File: src/rtl/lsu_pkg.sv
// Shared types and helpers for the RAM load/store unit.
package lsu_pkg;

  typedef enum logic [1:0] {SZ_B, SZ_H, SZ_W, SZ_D} lsu_size_e;

  typedef enum logic [2:0] {IDLE, ISSUE0, ISSUE1, CAPTURE, RESP} lsu_state_e;

  // Sized for RAM words of up to 16 bytes (two-word enable window).
  localparam int unsigned LSU_OFF_W  = 4;
  localparam int unsigned LSU_BE_WIN = 32;

  function automatic logic [LSU_BE_WIN-1:0] lsu_byte_en(input lsu_size_e size,
                                                        input logic [LSU_OFF_W-1:0] off);
    logic [LSU_BE_WIN-1:0] ones;
    ones = '0;
    for (int i = 0; i < 8; i++) begin
      if (i < (1 << size)) ones[i] = 1'b1;
    end
    return ones << off;
  endfunction

endpackage

File: src/rtl/lsu_rdata_align.sv
// Load data alignment: shifts the captured window down to the access offset, then extends.
module lsu_rdata_align
  import lsu_pkg::*;
#(
  parameter int unsigned RAM_WIDTH = 32,
  localparam int unsigned NB = RAM_WIDTH / 8,
  localparam int unsigned OW = $clog2(NB)
) (
  input  logic [2*RAM_WIDTH-1:0] win,
  input  logic [OW-1:0]          off,
  input  lsu_size_e              size,
  input  logic                   is_unsigned,
  output logic [RAM_WIDTH-1:0]   rdata
);

  logic [RAM_WIDTH-1:0] lo;
  int unsigned          nbytes;
  logic                 sign;

  always_comb begin
    lo     = RAM_WIDTH'(win >> {off, 3'b000});
    nbytes = 32'd1 << size;
    sign   = 1'b0;
    for (int i = 0; i < int'(NB); i++) begin
      if (32'(i) == nbytes - 32'd1) sign = lo[8*i+7];
    end
    sign  = sign & ~is_unsigned;
    rdata = '0;
    for (int i = 0; i < int'(NB); i++) begin
      rdata[8*i +: 8] = (32'(i) < nbytes) ? lo[8*i +: 8] : {8{sign}};
    end
  end

endmodule

File: src/rtl/ram_load_store_unit.sv
// Byte-addressed load/store initiator for one port of a byte-enabled RAM (1-cycle read).
// Optional feature macro: LSU_MISALIGN_SPLIT_EN (misaligned accesses complete, split across words).
module ram_load_store_unit
  import lsu_pkg::*;
#(
  parameter int unsigned RAM_WIDTH = 32,
  parameter int unsigned RAM_DEPTH = 512,
  localparam int unsigned NB = RAM_WIDTH / 8,
  localparam int unsigned AW = $clog2(RAM_DEPTH),
  localparam int unsigned OW = $clog2(NB)
) (
  input  logic                 clk,
  input  logic                 reset,
  input  logic                 req_valid,
  output logic                 req_ready,
  input  logic [AW+OW-1:0]     req_addr,
  input  logic                 req_we,
  input  logic [1:0]           req_size,
  input  logic                 req_unsigned,
  input  logic [RAM_WIDTH-1:0] req_wdata,
  output logic                 resp_valid,
  input  logic                 resp_ready,
  output logic [RAM_WIDTH-1:0] resp_rdata,
  output logic                 resp_err,
  output logic [AW-1:0]        ram_addr,
  output logic [RAM_WIDTH-1:0] ram_din,
  output logic                 ram_we,
  output logic [NB-1:0]        ram_byte_en,
  input  logic [RAM_WIDTH-1:0] ram_dout
);

  lsu_state_e state;

  logic            we_q;
  lsu_size_e       size_q;
  logic            uns_q;
  logic [OW-1:0]   off_q;
  logic [AW-1:0]   wa_q;

  logic [OW-1:0]          req_off;
  logic [AW-1:0]          req_wa;
  int unsigned            req_nbytes;
  logic                   req_illegal;
  logic                   req_misalign;
  logic                   req_err;
  logic [LSU_BE_WIN-1:0]  be_full;
  logic [2*NB-1:0]        req_be_win;
  logic [2*RAM_WIDTH-1:0] req_din_win;
  logic [2*RAM_WIDTH-1:0] cap_win;
  logic [RAM_WIDTH-1:0]   align_rdata;
  logic                   unused_win;

  assign req_off = req_addr[OW-1:0];
  assign req_wa  = req_addr[AW+OW-1:OW];

`ifdef LSU_MISALIGN_SPLIT_EN
  logic                 req_split;
  logic                 split_q;
  logic [NB-1:0]        be_hi_q;
  logic [RAM_WIDTH-1:0] din_hi_q;
  logic [RAM_WIDTH-1:0] lo_q;
  logic [AW-1:0]        wa_next;

  assign wa_next    = (32'(wa_q) == RAM_DEPTH - 1) ? '0 : wa_q + 1'b1;
  assign cap_win    = split_q ? {ram_dout, lo_q} : {{RAM_WIDTH{1'b0}}, ram_dout};
  assign unused_win = ^{be_full[LSU_BE_WIN-1:2*NB], req_misalign};
`else
  assign cap_win    = {{RAM_WIDTH{1'b0}}, ram_dout};
  assign unused_win = ^{be_full[LSU_BE_WIN-1:NB], req_din_win[2*RAM_WIDTH-1:RAM_WIDTH]};
`endif

  always_comb begin
    req_nbytes   = 32'd1 << req_size;
    req_illegal  = req_nbytes > NB;
    req_misalign = (32'(req_off) & (req_nbytes - 32'd1)) != 32'd0;
`ifdef LSU_MISALIGN_SPLIT_EN
    req_split    = (32'(req_off) + req_nbytes) > NB;
    req_err      = req_illegal;
`else
    req_err      = req_illegal | req_misalign;
`endif
    be_full      = lsu_byte_en(lsu_size_e'(req_size), LSU_OFF_W'(req_off));
    req_be_win   = be_full[2*NB-1:0];
    req_din_win  = {{RAM_WIDTH{1'b0}}, req_wdata} << {req_off, 3'b000};
  end

  lsu_rdata_align #(
    .RAM_WIDTH(RAM_WIDTH)
  ) u_align (
    .win        (cap_win),
    .off        (off_q),
    .size       (size_q),
    .is_unsigned(uns_q),
    .rdata      (align_rdata)
  );

  always_ff @(posedge clk or posedge reset) begin
    if (reset) begin
      state       <= IDLE;
      req_ready   <= 1'b1;
      resp_valid  <= 1'b0;
      resp_rdata  <= '0;
      resp_err    <= 1'b0;
      ram_addr    <= '0;
      ram_din     <= '0;
      ram_we      <= 1'b0;
      ram_byte_en <= '0;
      we_q        <= 1'b0;
      size_q      <= SZ_B;
      uns_q       <= 1'b0;
      off_q       <= '0;
      wa_q        <= '0;
`ifdef LSU_MISALIGN_SPLIT_EN
      split_q     <= 1'b0;
      be_hi_q     <= '0;
      din_hi_q    <= '0;
      lo_q        <= '0;
`endif
    end else begin
      unique case (state)
        IDLE: begin
          if (req_valid) begin
            req_ready <= 1'b0;
            we_q      <= req_we;
            size_q    <= lsu_size_e'(req_size);
            uns_q     <= req_unsigned;
            off_q     <= req_off;
            wa_q      <= req_wa;
            if (req_err) begin
              state      <= RESP;
              resp_valid <= 1'b1;
              resp_err   <= 1'b1;
              resp_rdata <= '0;
            end else begin
              state       <= ISSUE0;
              ram_addr    <= req_wa;
              ram_din     <= req_din_win[RAM_WIDTH-1:0];
              ram_byte_en <= req_be_win[NB-1:0];
              ram_we      <= req_we;
`ifdef LSU_MISALIGN_SPLIT_EN
              split_q     <= req_split;
              be_hi_q     <= req_be_win[2*NB-1:NB];
              din_hi_q    <= req_din_win[2*RAM_WIDTH-1:RAM_WIDTH];
`endif
            end
          end
        end
        ISSUE0: begin
`ifdef LSU_MISALIGN_SPLIT_EN
          if (split_q) begin
            state       <= ISSUE1;
            ram_addr    <= wa_next;
            ram_din     <= din_hi_q;
            ram_byte_en <= be_hi_q;
            ram_we      <= we_q;
          end else
`endif
          begin
            ram_we      <= 1'b0;
            ram_byte_en <= '0;
            if (we_q) begin
              state      <= RESP;
              resp_valid <= 1'b1;
              resp_err   <= 1'b0;
              resp_rdata <= '0;
            end else begin
              state <= CAPTURE;
            end
          end
        end
`ifdef LSU_MISALIGN_SPLIT_EN
        ISSUE1: begin
          lo_q        <= ram_dout;
          ram_we      <= 1'b0;
          ram_byte_en <= '0;
          if (we_q) begin
            state      <= RESP;
            resp_valid <= 1'b1;
            resp_err   <= 1'b0;
            resp_rdata <= '0;
          end else begin
            state <= CAPTURE;
          end
        end
`endif
        CAPTURE: begin
          state      <= RESP;
          resp_valid <= 1'b1;
          resp_err   <= 1'b0;
          resp_rdata <= align_rdata;
        end
        RESP: begin
          if (resp_ready) begin
            state      <= IDLE;
            resp_valid <= 1'b0;
            resp_err   <= 1'b0;
            resp_rdata <= '0;
            req_ready  <= 1'b1;
          end
        end
        default: begin
          state       <= IDLE;
          req_ready   <= 1'b1;
          ram_we      <= 1'b0;
          ram_byte_en <= '0;
        end
      endcase
    end
  end

endmodule

File: config.mk
export PLATFORM = sky130hd
export DESIGN_NAME = ram_load_store_unit
export DESIGN_NICKNAME = d
export VERILOG_FILES = /design/src/rtl/lsu_pkg.sv /design/src/rtl/lsu_rdata_align.sv /design/src/rtl/ram_load_store_unit.sv
export SDC_FILE = /design/constraint.sdc
export NUM_CORES = 1
export LEC_CHECK = 0
export BUFFER_PORTS_ARGS = -buffer_cell sky130_fd_sc_hd__clkbuf_2
export CAP_MARGIN = 30
export CORE_UTILIZATION = 40
export CTS_CLUSTER_SIZE = 12
export DETAILED_ROUTE_END_ITERATION = 10
export GPL_ROUTABILITY_DRIVEN = 0
export PLACE_DENSITY = 0.62
export SETUP_SLACK_MARGIN = 0.5
export SYNTH_ARGS = -nofsm -noshare
export SYNTH_HDL_FRONTEND = slang
export SYNTH_HIERARCHICAL = 1
export SYNTH_SLANG_ARGS = --single-unit
File: constraint.sdc
create_clock -name clk -period 7.8 [get_ports clk]
set_clock_uncertainty 0.05 [all_clocks]
set_input_delay 0.78 -clock clk [delete_from_list [all_inputs] [get_ports clk]]
set_output_delay 0.78 -clock clk [all_outputs]
set_load 0.03 [all_outputs]
== After elaboration in Yosys (flattened, before gate mapping) ==
Index checks and enable logic that the tools add are counted.

* Register bits: 90
* Bits of input ports: 83
* Output and inout port bits: 81
* Word-level logic and storage cells: 105

* Add/sub/neg operators: 2
* $lt $le $gt $ge: 13
* Eq/ne operators: 11
* Shift operators: 5
* Mux-type cells: 42
* Bitwise logic cells: 7
* Reductions and logical operators: 12

{| class="wikitable"
|+ Operator list
! kind !! count
|-
| $lt A4 B32 Y1 const A || 4
|-
| $mux W32 || 4
|-
| $pmux W32 S4 || 1
|-
| $lt A1 B32 Y1 const A || 3
|-
| $lt A2 B32 Y1 const A || 3
|-
| $eq A2 B32 Y1 const A || 2
|-
| $lt A3 B32 Y1 const A || 2
|-
| $shl A1 B2 Y32 const A || 2
|-
| $sub A32 B1 Y32 const B || 2
|-
| $and A2 B32 Y32 || 1
|-
| $eq A1 B32 Y1 const A || 1
|-
| $gt A32 B3 Y1 const B || 1
|-
| $logic_not A32 Y1 || 1
|-
| $mux W8 || 4
|-
| $reduce_bool A32 Y1 || 1
|-
| $shl A32 B5 Y32 || 1
|-
| $shr A32 B5 Y32 || 1
|-
| $mux W1 || 21
|-
| $mux W3 || 4
|-
| $pmux W3 S4 || 1
|-
| $ne A2 B2 Y1 const B || 5
|-
| $reduce_and A3 Y1 || 3
|-
| $mux W4 || 2
|-
| $pmux W1 S4 || 2
|-
| other kinds (15) || 20
|}

== Depth between registers and ports, before layout ==
* Depth in word-level cells: 10
* Depth in mapped cells: 7
* Depth with buffers taken out: 5

== Hierarchy ==
Netlist, hierarchy kept.

{| class="wikitable"
|+ Modules (own cells, without submodules)
! module !! instances !! cells each !! area an instance (um^2) !! seq. area each (um^2)
|-
| ram_load_store_unit || 1 || 328 || 3,956.3 || 2,253.4
|-
| lsu_rdata_align || 1 || 160 || 1,051.0 || 0.0
|}

== Worst setup path after synthesis ==
Ideal clock, no wire load.

* Path type: input to register
* From: input port ram_dout[23]
* To: register resp_rdata[27]
* Setup time: 0.121 ns
* Data arrival time: 1.884 ns
* Required time: 7.629 ns
* Path slack: 5.745 ns
* Stages on the path: 6
* Buffers on the path: 1
* Path through: mux2_2 a22o_1 o21bai_4 buf_6 nand2_2 a22o_1

* Cells in the longest elaborated chain, start to end: 8

{| class="wikitable"
|+ RTL lines
! what !! line !! text
|-
| start: declaration || ram_load_store_unit.sv:29 || <nowiki>input logic [RAM_WIDTH-1:0] ram_dout</nowiki>
|-
| $shr A32 B5 Y32 (*) || lsu_rdata_align.sv:21 || <nowiki>lo = RAM_WIDTH'(win >> {off, 3'b000});</nowiki>
|-
| $mux W1 (3 in a row) || lsu_rdata_align.sv:25 || <nowiki>if (32'(i) == nbytes - 32'd1) sign = lo[8*i+7];</nowiki>
|-
| $mux W1 (*) || lsu_rdata_align.sv:25 ||
|-
| $and A1 B1 Y1 (*) || lsu_rdata_align.sv:27 || <nowiki>sign = sign & ~is_unsigned;</nowiki>
|-
| $mux W8 (*) || lsu_rdata_align.sv:30 || <nowiki>rdata[8*i +: 8] = (32'(i) < nbytes) ? lo[8*i +: 8] : {8{sign}};</nowiki>
|-
| net align_rdata[27] || ram_load_store_unit.sv:50 || <nowiki>logic [RAM_WIDTH-1:0] align_rdata;</nowiki>
|-
| $pmux W32 S4 (*) || ram_load_store_unit.sv:120 || <nowiki>unique case (state)</nowiki>
|-
| end signal: assignment || ram_load_store_unit.sv:190 || <nowiki>resp_rdata <= align_rdata;</nowiki>
|-
| end: declaration || ram_load_store_unit.sv:23 || <nowiki>output logic [RAM_WIDTH-1:0] resp_rdata,</nowiki>
|}

The timed path passes the listed nets; every way through them passes the cells marked *.
A chain may end at the register's enable or synchronous reset.

== Final worst setup path ==
* From: input port req_addr[1]
* To: register ram_din[31]

* Cells in the longest elaborated chain, start to end: 5
* Elaborated cells on any way between the ends: 6
* Classes of those cells: 1 x shift; 3 x bitwise; 2 x reduce/logical

{| class="wikitable"
|+ RTL lines
! what !! line !! text
|-
| start: declaration || ram_load_store_unit.sv:16 || <nowiki>input logic [AW+OW-1:0] req_addr,</nowiki>
|-
| $and A2 B32 Y32 || ram_load_store_unit.sv:75 || <nowiki>req_misalign = (32'(req_off) & (req_nbytes - 32'd1)) != 32'd0;</nowiki>
|-
| $reduce_bool A32 Y1 || ram_load_store_unit.sv:75 ||
|-
| $or A1 B1 Y1 || ram_load_store_unit.sv:80 || <nowiki>req_err = req_illegal | req_misalign;</nowiki>
|-
| $not A1 Y1 (no source line) || - ||
|-
| $reduce_and A3 Y1 (no source line) || - ||
|-
| end signal: assignment || ram_load_store_unit.sv:137 || <nowiki>ram_din <= req_din_win[RAM_WIDTH-1:0];</nowiki>
|-
| end: declaration || ram_load_store_unit.sv:26 || <nowiki>output logic [RAM_WIDTH-1:0] ram_din,</nowiki>
|}

Parallel ways exist; a longest one is shown, timed or not.

==> results.cfg <==
[status]
status = completed

[placed_design]
hpwl_mm = 9.287
io_buffers = 163
dp.cells = 817

[final_layout]
layout-drive-gt1-share_pct = 34.23
nFillCells = 1147
nets = 744
finalNonFillerCells = 834
syn_to_final_growth_pct = 25.46
n_antenna_cell = 0
mostFrequentLayoutCell = clkbuf_2
final_cell_mix = clkbuf_2, dfrtp_1, nand2_1, mux2i_1, a22o_1

[sta]
maxSlewHeadroom_pct = 31.95
setup_viol = 0
period_share_pct = 36.40
hold_viol_final = 0
period_minus_slack_ns = 2.840
rsz0062_at_grt = false
max_freq_ghz = 0.3522
drv_slew = 0
fin_setup_tns_ns = 0
tightest_slew_ns = 1.021

[clocking]
hold_buffers = 0
cts_tree = yes
cts_resized = 0
cts_buffers = 9
htreeDepth = 3
root_buffer = clkbuf_16
cts.sinks = 90
clkTransAtPathRegs_ns = 0.06
clockBufferDepth = 2
clock_latency_ns = 0.33
post-cts-setup-buffers = 0

[setup_path]
slowest_stage = nor2b_1
rr_startpoint = state[2]$_DFFE_PP0P_
critPathRequiredTime_ns = 7.97
worstPathCellList = clkbuf_2 -> nor3_4 -> nor2_4 -> nor2b_1 -> mux2_2
worstPathArrival_ns = 3.01
crit_end = ram_din[31]$_DFFE_PP0P_
cp_max_fo = 40
timing.rr.end = ram_din[31]$_DFFE_PP0P_
r2r_slack_ns = 5.17
cp-end-kind = register
critical_path.max_stage_delay_ns = 0.72
critPathLaunchType = input pin
startpoint = req_addr[1]
reg2reg_depth = 3
crit_type = input pin to register

[floorplanning]
io_pins = 164
dieArea_um2 = 12970
die_w_um = 113.9
start_util_pct = 41.34
die_h_um = 113.9
core_area_um2 = 12110
core.rowCount = 40

[drt]
drt-total-wl_mm = 12.91
num_vias = 4225
drc = 0
routedWlPerCell_um = 15.48
via_per_inst = 5.066
drtIter0Drc = 206
drtAntennaViolNets = 0
first_pass_iters = 4

[power]
p_seq_share_pct = 33.4
power.leakage_nw = 3.199
p_sw_share_pct = 45.26
power_frac_comb_pct = 49.4
powerDensity_nw_per_um2 = 383.0
peakVddDrop_mv = 0.2064
p_clk_share_pct = 17.2
intPower_w = 0.001317
netSwitchingPower_w = 0.001089

[global_route]
antenna_found_initial = 0
grt_overflow_total = 0
grt_usage_pct = 20.50
grt_pass1_wl_mm = 20.76
grt_max_degree = 69
grt_pass1_vias = 4033

[synthesis]
synth_seq_cells = 90
syn_avg_cell_area_um2 = 10.26
synth-edff-count = 0
synth_cells = 488
synth.distinct_cells = 45
synthFlopType = dfrtp_1
ys_seq_area_share_pct = 45.00
yosysWarnings = 6
synth_area_um2 = 5007
synth-async-reset-ratio_pct = 100.0

[worst_hold_path]
hold_path_class = register to register

[job]
cap_violations = 0
## cell families (layout without fill, tap and decap cells)
| family | Yosys count | in the layout | share of synthesized area, % |
|---|---|---|---|
| muxes | 73 | 73 | 16.04 |
| other | 1 | 32 | 0.07489 |
| and+or+nand+nor | 130 | 130 | 12.92 |
| DFF | 90 | 90 | 45.00 |
| xor gates and xnor gates | 2 | 2 | 0.3499 |
| AOI/OAI and AO/OA | 151 | 151 | 20.96 |
| buffers and inverters | 41 | 188 | 4.648 |
## registers in the layout, indices dropped and copies added, names as in the netlist
name	count
ram_din	32
resp_rdata	32
ram_addr	9
ram_byte_en	4
state	3
off_q	2
size_q	2
ram_we	1
req_ready	1
resp_err	1
resp_valid	1
uns_q	1
we_q	1
## worst min-delay path by stage
stage                      from              endpoint  slack, ns  depth (start not counted)
3_5_place_dp   we_q$_DFFE_PP0P_  state[1]$_DFFE_PP0P_       0.38                          1
4_1_cts        we_q$_DFFE_PP0P_  state[1]$_DFFE_PP0P_       0.38                          1
3_3_place_gp   we_q$_DFFE_PP0P_  state[1]$_DFFE_PP0P_       0.37                          1
5_1_grt        we_q$_DFFE_PP0P_  state[1]$_DFFE_PP0P_       0.41                          1
2_1_floorplan  we_q$_DFFE_PP0P_  state[1]$_DFFE_PP0P_       0.36                          1
6_report       we_q$_DFFE_PP0P_  state[1]$_DFFE_PP0P_       0.38                          1
## cells in the mapped netlist, types with 2 or more instances
cell type,n,area share (%)
dfrtp_1,89,44
nand2_1,51,3.8
mux2i_1,42,8.4
a22o_1,38,6.6
a21oi_1,34,3.4
o21ai_0,33,3.3
nor2_1,28,2.1
nor2b_1,24,3.0
clkbuf_1,17,1.3
a211oi_1,15,2.2
mux2_2,14,3.1
nand2_2,10,1.2
buf_2,9,0.90
mux2_4,9,2.7
mux2_1,8,1.8
o211ai_1,8,1.2
o31ai_1,8,1.2
buf_6,7,1.6
nor3_1,7,0.70
buf_4,4,0.60
inv_1,4,0.30
nand2b_1,3,0.37
a21o_1,2,0.30
a221o_1,2,0.40
o22a_1,2,0.35
## worst max-delay path, delay by kind of cell
kind	cells	cell delay [ns]
and+or+nand+nor	3	1.35
muxes	1	0.41
buffers and inverters	1	0.46
## cell type report
cell class                      count  area (um2)  area share (%)
Multi-Input combinational cell    388        2648           42.14
Sequential cell                    90        2256           35.91
Timing Repair Buffer              168       865.8           13.78
Clock buffer                       15       277.8           4.421
Tap cell                          168       210.2           3.346
Inverter                            4       17.52          0.2788
Clock inverter                      1       7.507          0.1195
## power groups by stage
stage / clock network [W] / logic [W] / registers, W
finish: 0.000413 / 0.00119 / 0.000804
global route: 0.000448 / 0.00129 / 0.000831
CTS: 0.000427 / 0.00119 / 0.000804
detailed placement: 0 / 0.00119 / 0.000811
global placement: 0 / 0.00118 / 0.000806
floorplan: 0 / 0.000697 / 0.00102
## through the flow
stage                     setup WS [ns]  total power, W  hold WS (ns)  utilization (%)  cell area (um2)
after floorplan                   4.636        0.001714        0.3622                -             5124
after global placement            4.545        0.001982        0.3743            49.35             5977
after detailed placement          4.460        0.002001        0.3754            49.35             5977
after CTS                         4.825        0.002424        0.3832            51.70             6262
after global routing              4.767        0.002566        0.4071            51.87             6282
final                             4.960        0.002406        0.3810            51.87             6282
## metal layers
layer	track usage, %	share of wire [%]	vias up
met3	3.135	4.1	10
li1	-	-	2079
met1	29.47	47	2037
met2	31.63	47	99
met4	6.753	1.1	0
met5	0	0	-
Power figures use the tool's default switching activity.
